==> src/rtl/apb_req_bridge.sv <==
// apb_req_bridge: APB slave front-end for the round-robin interconnect.
//
// Each APB write or read becomes one entry in a small request FIFO, which the arbiter
// drains over a valid/ready port. Writes are posted: they complete once queued. Reads
// hold the APB transfer until the arbiter returns a response or the timeout expires.
// Addresses above ADDR_LIMIT are rejected with PSLVERR and never queued.
//
// Ports
//   PCLK, PRESET          clock (rising edge) and asynchronous active-low reset
//   PSEL, PENABLE, PWRITE APB control
//   PADDR, PWDATA         APB address / write data, sampled in the access cycle
//   PRDATA, PREADY        APB read data and transfer-complete (registered)
//   PSLVERR               APB error, valid while PREADY=1 (registered)
//   req_valid/req_ready   request FIFO head handshake towards the arbiter
//   req_write/addr/wdata  FIFO head entry, presented combinationally
//   rsp_valid/rdata/err   single-cycle read response from the arbiter
//   fifo_count            current FIFO occupancy
module apb_req_bridge #(
  parameter int unsigned       ADDR_W     = 32,
  parameter int unsigned       DATA_W     = 32,
  parameter logic [ADDR_W-1:0] ADDR_LIMIT = 32'h0000_FFFF,
  parameter int unsigned       FIFO_DEPTH = 4,
  parameter int unsigned       TIMEOUT    = 16
) (
  input  logic                        PCLK,
  input  logic                        PRESET,
  input  logic                        PSEL,
  input  logic                        PENABLE,
  input  logic                        PWRITE,
  input  logic [ADDR_W-1:0]           PADDR,
  input  logic [DATA_W-1:0]           PWDATA,
  output logic [DATA_W-1:0]           PRDATA,
  output logic                        PREADY,
  output logic                        PSLVERR,
  output logic                        req_valid,
  input  logic                        req_ready,
  output logic                        req_write,
  output logic [ADDR_W-1:0]           req_addr,
  output logic [DATA_W-1:0]           req_wdata,
  input  logic                        rsp_valid,
  input  logic [DATA_W-1:0]           rsp_rdata,
  input  logic                        rsp_err,
  output logic [$clog2(FIFO_DEPTH):0] fifo_count
);

  localparam int unsigned PtrW = $clog2(FIFO_DEPTH);
  localparam int unsigned CntW = PtrW + 1;
  localparam int unsigned ToW  = $clog2(TIMEOUT + 1);

  localparam logic [CntW-1:0] FullCnt  = CntW'(FIFO_DEPTH);
  localparam logic [ToW-1:0]  ToLimit  = ToW'(TIMEOUT);

  typedef enum logic [1:0] {
    StIdle,
    StWrWait,
    StRdWait,
    StResp
  } state_e;

  state_e            state_q, state_d;
  logic              pready_q, pready_d;
  logic              pslverr_q, pslverr_d;
  logic [DATA_W-1:0] prdata_q, prdata_d;
  logic [ToW-1:0]    to_cnt_q, to_cnt_d;
  logic              drop_q, drop_d;

  // Request FIFO
  logic              mem_write_q [FIFO_DEPTH];
  logic [ADDR_W-1:0] mem_addr_q  [FIFO_DEPTH];
  logic [DATA_W-1:0] mem_wdata_q [FIFO_DEPTH];
  logic [PtrW-1:0]   wptr_q, wptr_d;
  logic [PtrW-1:0]   rptr_q, rptr_d;
  logic [CntW-1:0]   count_q, count_d;

  logic              push;
  logic              pop;
  logic              fifo_full;
  logic              access;
  logic              addr_bad;
  logic [DATA_W-1:0] push_wdata;

  assign access     = PSEL & PENABLE;
  assign addr_bad   = PADDR > ADDR_LIMIT;
  // Full is taken from the registered count, so a same-cycle pop never frees a slot.
  assign fifo_full  = (count_q == FullCnt);
  assign push_wdata = PWRITE ? PWDATA : '0;

  // --------------------------------------------------------------------------
  // Transfer FSM
  // --------------------------------------------------------------------------
  always_comb begin
    state_d   = state_q;
    pready_d  = 1'b0;
    pslverr_d = 1'b0;
    prdata_d  = prdata_q;
    to_cnt_d  = to_cnt_q;
    // Any response strobe consumes a pending drop; RD_WAIT re-arms it on timeout.
    drop_d    = drop_q & ~rsp_valid;
    push      = 1'b0;

    unique case (state_q)
      StIdle, StWrWait: begin
        // WR_WAIT re-evaluates with the APB signals the master is holding.
        if (access || (state_q == StWrWait)) begin
          if (addr_bad) begin
            state_d   = StResp;
            pready_d  = 1'b1;
            pslverr_d = 1'b1;
            prdata_d  = '0;
          end else if (fifo_full) begin
            state_d = StWrWait;
          end else begin
            push = 1'b1;
            if (PWRITE) begin
              state_d  = StResp;
              pready_d = 1'b1;
            end else begin
              to_cnt_d = '0;
              state_d  = StRdWait;
            end
          end
        end
      end

      StRdWait: begin
        if (rsp_valid && !drop_q) begin
          state_d   = StResp;
          pready_d  = 1'b1;
          pslverr_d = rsp_err;
          prdata_d  = rsp_rdata;
        end else begin
          // A discarded stale response counts as a cycle without a response.
          to_cnt_d = to_cnt_q + ToW'(1);
          if (to_cnt_d == ToLimit) begin
            state_d   = StResp;
            pready_d  = 1'b1;
            pslverr_d = 1'b1;
            prdata_d  = '0;
            drop_d    = 1'b1;
          end
        end
      end

      StResp: begin
        state_d = StIdle;
      end

      default: begin
        state_d = StIdle;
      end
    endcase
  end

  always_ff @(posedge PCLK or negedge PRESET) begin
    if (!PRESET) begin
      state_q   <= StIdle;
      pready_q  <= 1'b0;
      pslverr_q <= 1'b0;
      prdata_q  <= '0;
      to_cnt_q  <= '0;
      drop_q    <= 1'b0;
    end else begin
      state_q   <= state_d;
      pready_q  <= pready_d;
      pslverr_q <= pslverr_d;
      prdata_q  <= prdata_d;
      to_cnt_q  <= to_cnt_d;
      drop_q    <= drop_d;
    end
  end

  assign PREADY  = pready_q;
  assign PSLVERR = pslverr_q;
  assign PRDATA  = prdata_q;

  // --------------------------------------------------------------------------
  // Request FIFO
  // --------------------------------------------------------------------------
  assign req_valid = (count_q != '0);
  assign pop       = req_valid & req_ready;

  always_comb begin
    wptr_d  = wptr_q;
    rptr_d  = rptr_q;
    count_d = count_q;
    if (push) begin
      wptr_d = wptr_q + PtrW'(1);
    end
    if (pop) begin
      rptr_d = rptr_q + PtrW'(1);
    end
    case ({push, pop})
      2'b10:   count_d = count_q + CntW'(1);
      2'b01:   count_d = count_q - CntW'(1);
      default: count_d = count_q;
    endcase
  end

  always_ff @(posedge PCLK or negedge PRESET) begin
    if (!PRESET) begin
      wptr_q  <= '0;
      rptr_q  <= '0;
      count_q <= '0;
    end else begin
      wptr_q  <= wptr_d;
      rptr_q  <= rptr_d;
      count_q <= count_d;
    end
  end

  // Storage needs no reset: entries are only visible through req_valid.
  always_ff @(posedge PCLK) begin
    if (push) begin
      mem_write_q[wptr_q] <= PWRITE;
      mem_addr_q[wptr_q]  <= PADDR;
      mem_wdata_q[wptr_q] <= push_wdata;
    end
  end

  assign req_write  = mem_write_q[rptr_q];
  assign req_addr   = mem_addr_q[rptr_q];
  assign req_wdata  = mem_wdata_q[rptr_q];
  assign fifo_count = count_q;

endmodule

==> config.mk <==
export PLATFORM = sky130hd
export DESIGN_NAME = apb_req_bridge
export DESIGN_NICKNAME = d
export VERILOG_FILES = /design/src/rtl/apb_req_bridge.sv
export SDC_FILE = /design/constraint.sdc
export NUM_CORES = 1
export LEC_CHECK = 0
export ABC_AREA = 0
export BUFFER_PORTS_ARGS = -buffer_cell sky130_fd_sc_hd__buf_2
export CORE_MARGIN = 10
export CORE_UTILIZATION = 40
export DETAILED_ROUTE_END_ITERATION = 12
export PLACE_DENSITY = 0.69
export SLEW_MARGIN = 0
export SYNTH_ARGS = -nofsm -noshare
export SYNTH_HDL_FRONTEND = slang
export SYNTH_SLANG_ARGS = --single-unit
==> constraint.sdc <==
create_clock -name PCLK -period 6.9 [get_ports PCLK]
set_clock_uncertainty 0.1 [all_clocks]
set_input_delay 1.035 -clock PCLK [delete_from_list [all_inputs] [get_ports PCLK]]
set_output_delay 1.035 -clock PCLK [all_outputs]
set_load 0.05 [all_outputs]
After elaboration in Yosys (flattened, before gate mapping)
Memories as Yosys holds them, arrays and structs flattened.
Index checks and enable logic that the tools add are counted.
{"block": "totals", "reg_bits": 49, "mem_bits_rw": 260, "wordCells": 87, "memories": 3}
{"block": "op_classes", "n_addsub": 5, "magnitude_cmp": 1, "eq_ne": 14, "muxes": 40, "n_bitwise": 4, "n_reduce_logical": 11}
{"name": "mem_addr_q", "words": 4, "width": 32, "read_ports": 1, "rd_ports_with_merged_regs": 0, "wr": 1, "line_no": "69", "rtl": "logic [ADDR_W-1:0] mem_addr_q [FIFO_DEPTH];"}
{"name": "mem_wdata_q", "words": 4, "width": 32, "read_ports": 1, "rd_ports_with_merged_regs": 0, "wr": 1, "line_no": "70", "rtl": "logic [DATA_W-1:0] mem_wdata_q [FIFO_DEPTH];"}
{"name": "mem_write_q", "words": 4, "width": 1, "read_ports": 1, "rd_ports_with_merged_regs": 0, "wr": 1, "line_no": "68", "rtl": "logic mem_write_q [FIFO_DEPTH];"}
{"cell": "2-to-1 mux 32 bit", "n": 5}
{"cell": "case mux 32 bit (2 select lines)", "n": 1}
{"cell": "> comparator 32 x 16 -> 1 bit, second input constant", "n": 1}
{"cell": "2-to-1 mux 5 bit", "n": 5}
{"cell": "2-to-1 mux 1 bit", "n": 19}
{"cell": "inequality test 2 bit, second input constant", "n": 6}
{"cell": "2-to-1 mux 2 bit", "n": 5}
{"cell": "case mux 5 bit (2 select lines)", "n": 1}
{"cell": "== test 2 bit, second input constant", "n": 3}
{"cell": "case mux 2 bit (3 select lines)", "n": 1}
{"cell": "case mux 3 bit (2 select lines)", "n": 1}
{"cell": "AND reduction 6 bit", "n": 1}
{"cell": "adder 5 x 1 -> 5 bit, second input constant", "n": 1}
{"cell": "== test 5 bit, second input constant", "n": 1}
{"cell": "adder 2 x 1 -> 2 bit, second input constant", "n": 2}
{"cell": "== test 2 x 1 -> 1 bit, second input constant", "n": 2}
{"cell": "case mux 1 bit (2 select lines)", "n": 2}
{"cell": "AND reduction 4 bit", "n": 1}
{"cell": "nonzero test 2 bit", "n": 2}
{"cell": "adder 3 x 1 -> 3 bit, second input constant", "n": 1}
{"cell": "AND 1 bit", "n": 3}
{"cell": "== test 3 bit, second input constant", "n": 1}
{"cell": "inequality test 3 bit, second input constant", "n": 1}
{"cell": "nonzero test 3 bit", "n": 1}
{"cell": "other kinds (8)", "n": 8}

Logic depth before layout (Yosys ltp)
{"block": "logic_depth", "depth_word": 7, "mapped_depth": 10, "mapped_depth_nobuf": 10}

Least setup slack after synthesis
Ideal clock, no wire load.
{"block": "synth_timing", "kind": "input -> register", "startpoint": "input port PADDR[20]", "endpoint": "memory mem_addr_q[0][0], enable pin", "arrival_time_ps": 2661, "slack_ps": 3745, "path_stages": 4, "path_cell_list": "nor4_4 -> nand4_2 -> nor2_4 -> and2_2"}
{"block": "synth_between", "elab_chain_len": 6}
{"element": "from (decl)", "line_no": "30", "rtl": "input logic [ADDR_W-1:0] PADDR,"}
{"element": "> comparator 32 x 16 -> 1 bit", "line_no": "83", "rtl": "assign addr_bad = PADDR > ADDR_LIMIT;"}
{"element": "2-to-1 mux 1 bit", "line_no": "105", "rtl": "if (addr_bad) begin"}
{"element": "2-to-1 mux 1 bit", "line_no": "104", "rtl": "if (access || (state_q == StWrWait)) begin"}
{"element": "2-to-1 mux 1 bit", "line_no": "101", "rtl": "unique case (state_q)"}
{"element": "2-to-1 mux 1 bit", "line_no": "213", "rtl": "if (push) begin"}
{"element": "2-to-1 mux 1 bit (not written as such)", "line_no": "215", "rtl": "mem_addr_q[wptr_q] <= PADDR;"}
{"element": "to (decl)", "line_no": "69"}
Every way passes these cells.

Final worst setup path
{"block": "layout_timing", "startpoint": "register rptr_q[0]", "endpoint": "output port req_wdata[1]"}
{"block": "layout_between", "elab_chain_len": 1}
{"element": "from (decl)", "line_no": "72", "rtl": "logic [PtrW-1:0] rptr_q, rptr_d;"}
{"element": "from (signal assigned)", "line_no": "206", "rtl": "rptr_q <= rptr_d;"}
{"element": "memory (4 x 32 bit)"}
{"element": "to (decl)", "line_no": "39", "rtl": "output logic [DATA_W-1:0] req_wdata,"}
Every way passes these cells.

==> flow_metrics.env <==
export IMPL_drive_above_1_share_pct=42.2
export IMPL_reg2reg_depth=5
export IMPL_grt_ovfl_total=0
export IMPL_path_class="flip-flop to primary output"
export IMPL_synth_warnings=0
export IMPL_portBuffers=206
export IMPL_fin_area_um2=14600
export IMPL_cts_htree_levels=2
export IMPL_synth_main_ff_cell="edfxtp_1"
export IMPL_hold_path_class="flip-flop to flip-flop"
export IMPL_synth_edf_count=260
export IMPL_nNetsFinal=948
export IMPL_tns_ns=0
export IMPL_ctsHoldBuffers=0
export IMPL_clk_pin_slew_ns=0.06
export IMPL_postCtsSetupBuffers=0
export IMPL_layout_common_cells="260 x edfxtp_1, 206 x buf_2, 65 x mux4_2"
export IMPL_die_y_um=195
export IMPL_dieArea_um2=37900
export IMPL_grt_max_degree=67
export IMPL_hold_path_depth=1
export IMPL_numCtsBuffers=34
export IMPL_cp_slowest_stage_delay_ns=0.83
export IMPL_cp_top_family="buffers and inverters"
export IMPL_layout_commonest_cell="edfxtp_1"
export IMPL_start_kind="flip-flop"
export IMPL_total_power_mw=6.21
export IMPL_wl_um=26400
export IMPL_worst_ep_arrival_time_ns=2.94
export IMPL_required_ns=5.76
export IMPL_finalCriticalPeriod_ns=4.07
export IMPL_worst_path_max_delay_cell="buf_4"
export IMPL_clockBufferDepth=3
export IMPL_setup_violations=0
export IMPL_coreArea_um2=29900
export IMPL_cts_root_buf="clkbuf_16"
export IMPL_syn_to_final_growth_pct=19.5
export IMPL_leakagePower_nw=5.31
export IMPL_clk_latency_ns=0.50
export IMPL_syn_inst=622
export IMPL_dr_pass1_iters=5
export IMPL_initial_utilization_pct=40.9
export IMPL_synth_area_um2=12200
export IMPL_worstHoldStart="fifo_count[2]$_DFFE_PN0P_"
export IMPL_drc_errors=0
export IMPL_holdPathEnd="fifo_count[2]$_DFFE_PN0P_"
export IMPL_worstSetupEndpointType="primary output"
export IMPL_cts_tree="done"
export IMPL_postPlaceCellArea_um2=13600
export IMPL_rows=63
export IMPL_final_period_utilization_pct=59.1
export IMPL_cp_startpoint="rptr_q[0]$_DFFE_PN0P_"
export IMPL_num_vias=6477
export IMPL_synth_seq_cells=309
export IMPL_peakVddDrop_mv=0.368
export IMPL_gp_congestion=0.732
export IMPL_fp_dieW_um=195
export IMPL_r2r_setup_slack_ns=4.15
export IMPL_r2r_end="mem_wdata_q[2][9]$_DFFE_PP_"
export IMPL_cts_resized=0
export IMPL_path_buf_inv=2
export IMPL_worst_slew_margin_rel_pct=28.7
export IMPL_first_global_vias=7172
export IMPL_timing_critical_path_cells="buf_4 -> mux4_2 -> buf_2"
export IMPL_synth_seq_area_share_pct=73.9
export IMPL_numClockSinks=309
export IMPL_hold_viol_final=0
export IMPL_maxCapViolations=0
export IMPL_grt_use_total_pct=13.6
export IMPL_hpwl_um=16400
export IMPL_async_reset_ff_share_pct=15.9
export IMPL_worst_hold_slack_ns=0.438
export IMPL_crit_fanout=49
export IMPL_yosysUniqueCellTypes=49
export IMPL_grt_first_pass_wirelength_um=41400
export IMPL_avgSynthCellArea_um2=19.6
export IMPL_syn_num_nets=733
export IMPL_rsz0062_at_grt="false"
export IMPL_antenna_found_initial=5
export IMPL_tightest_slew_ns=1.07
export IMPL_post_drt_wl_per_cell_um=21.0
export IMPL_antenna_left=0
export IMPL_finalMaxSlewViolations=0
export IMPL_r2r_start="fifo_count[2]$_DFFE_PN0P_"
export IMPL_p_per_area_nw_per_um2=425
export IMPL_ios=207
export IMPL_max_freq_ghz=0.245
export IMPL_drt_iter0_markers=367
export IMPL_vias_per_cell=5.17
export IMPL_outcome="complete, no violations"
report_power, final:
| group | switching [mW] | leakage [nW] | internal [mW] |
|---|---|---|---|
| Clock | 0.693 | 0.489 | 0.931 |
| Combinational | 1.57 | 1.84 | 0.679 |
| Sequential | 0.214 | 2.98 | 2.13 |
how the worst max path moves through the flow:
| stage | depth (start not counted) | slack (ns) | end |
|---|---|---|---|
| 2_1_floorplan | 4 | 3.74 | mem_addr_q[0][0]$_DFFE_PP_ |
| 3_3_place_gp | 6 | 3.20 | mem_wdata_q[2][9]$_DFFE_PP_ |
| 3_5_place_dp | 6 | 3.16 | mem_wdata_q[2][7]$_DFFE_PP_ |
| 4_1_cts | 3 | 2.67 | req_wdata[1] |
| 5_1_grt | 3 | 2.55 | req_wdata[1] |
| 6_report | 3 | 2.83 | req_wdata[1] |
cells in the mapped netlist (all sizes together), types with 2 or more instances:
cell	instances	share of area [%]
nor3b	2	0.12
inv	42	1.3
and3	5	0.26
o21ai	35	2.0
mux4	65	12
nand2	4	0.12
nor4	4	0.70
o311ai	2	0.14
a21oi	6	0.25
nand3	3	0.12
buf	20	1.2
and2	38	2.0
edfxtp	260	64
clkbuf	13	0.40
nor3	3	0.16
xor2	4	0.29
or3	2	0.14
nor2	6	0.25
a32oi	32	2.3
xnor2	3	0.22
ha	6	0.61
nand2b	2	0.16
dfrtp	49	10
metal layers:
layer	track usage (%)	routed length [um]	vias up
met3	4.44	2050	40
met5	0	27	-
met1	18.1	11800	3278
met4	3.63	412	4
li1	-	-	2914
met2	21.1	12000	241
registers in the layout, summed over array words and instances, names as in the netlist, 3 cells and up:
| signal | count |
|---|---|
| fifo_count | 3 |
| mem_write_q | 4 |
| mem_addr_q | 128 |
| to_cnt_q | 5 |
| mem_wdata_q | 128 |
| PRDATA | 32 |
cell type report:
| class | count | area (um2) |
|---|---|---|
| Timing Repair Buffer | 212 | 1080 |
| Fill cell | 2434 | 15300 |
| Sequential cell | 309 | 9040 |
| Antenna cell | 3 | 7.51 |
| Multi-Input combinational cell | 238 | 2840 |
| Tap cell | 390 | 488 |
| Clock buffer | 43 | 906 |
| Inverter | 42 | 158 |
| Clock inverter | 17 | 91.3 |
stage by stage:
stage	std cells	setup WS (ns)	util, %
CTS	1251	2.67	48.9
global placement	1191	3.20	45.5
floorplan	622	3.74	-
global route	1253	2.55	48.9
finish	1254	2.83	48.9
detailed placement	1191	3.16	45.5
cell families after synthesis:
group | after synthesis | share of synthesized area [%]
buffers and inverters | 75 | 2.89
muxes | 67 | 12.2
xor gates and xnor gates | 7 | 0.502
adders and majority gates | 7 | 0.778
DFF | 309 | 73.9
and+or+nand+nor | 74 | 4.38
AOI/OAI and AO/OA | 83 | 5.35
No activity file was read; power rests on OpenSTA's default activity.
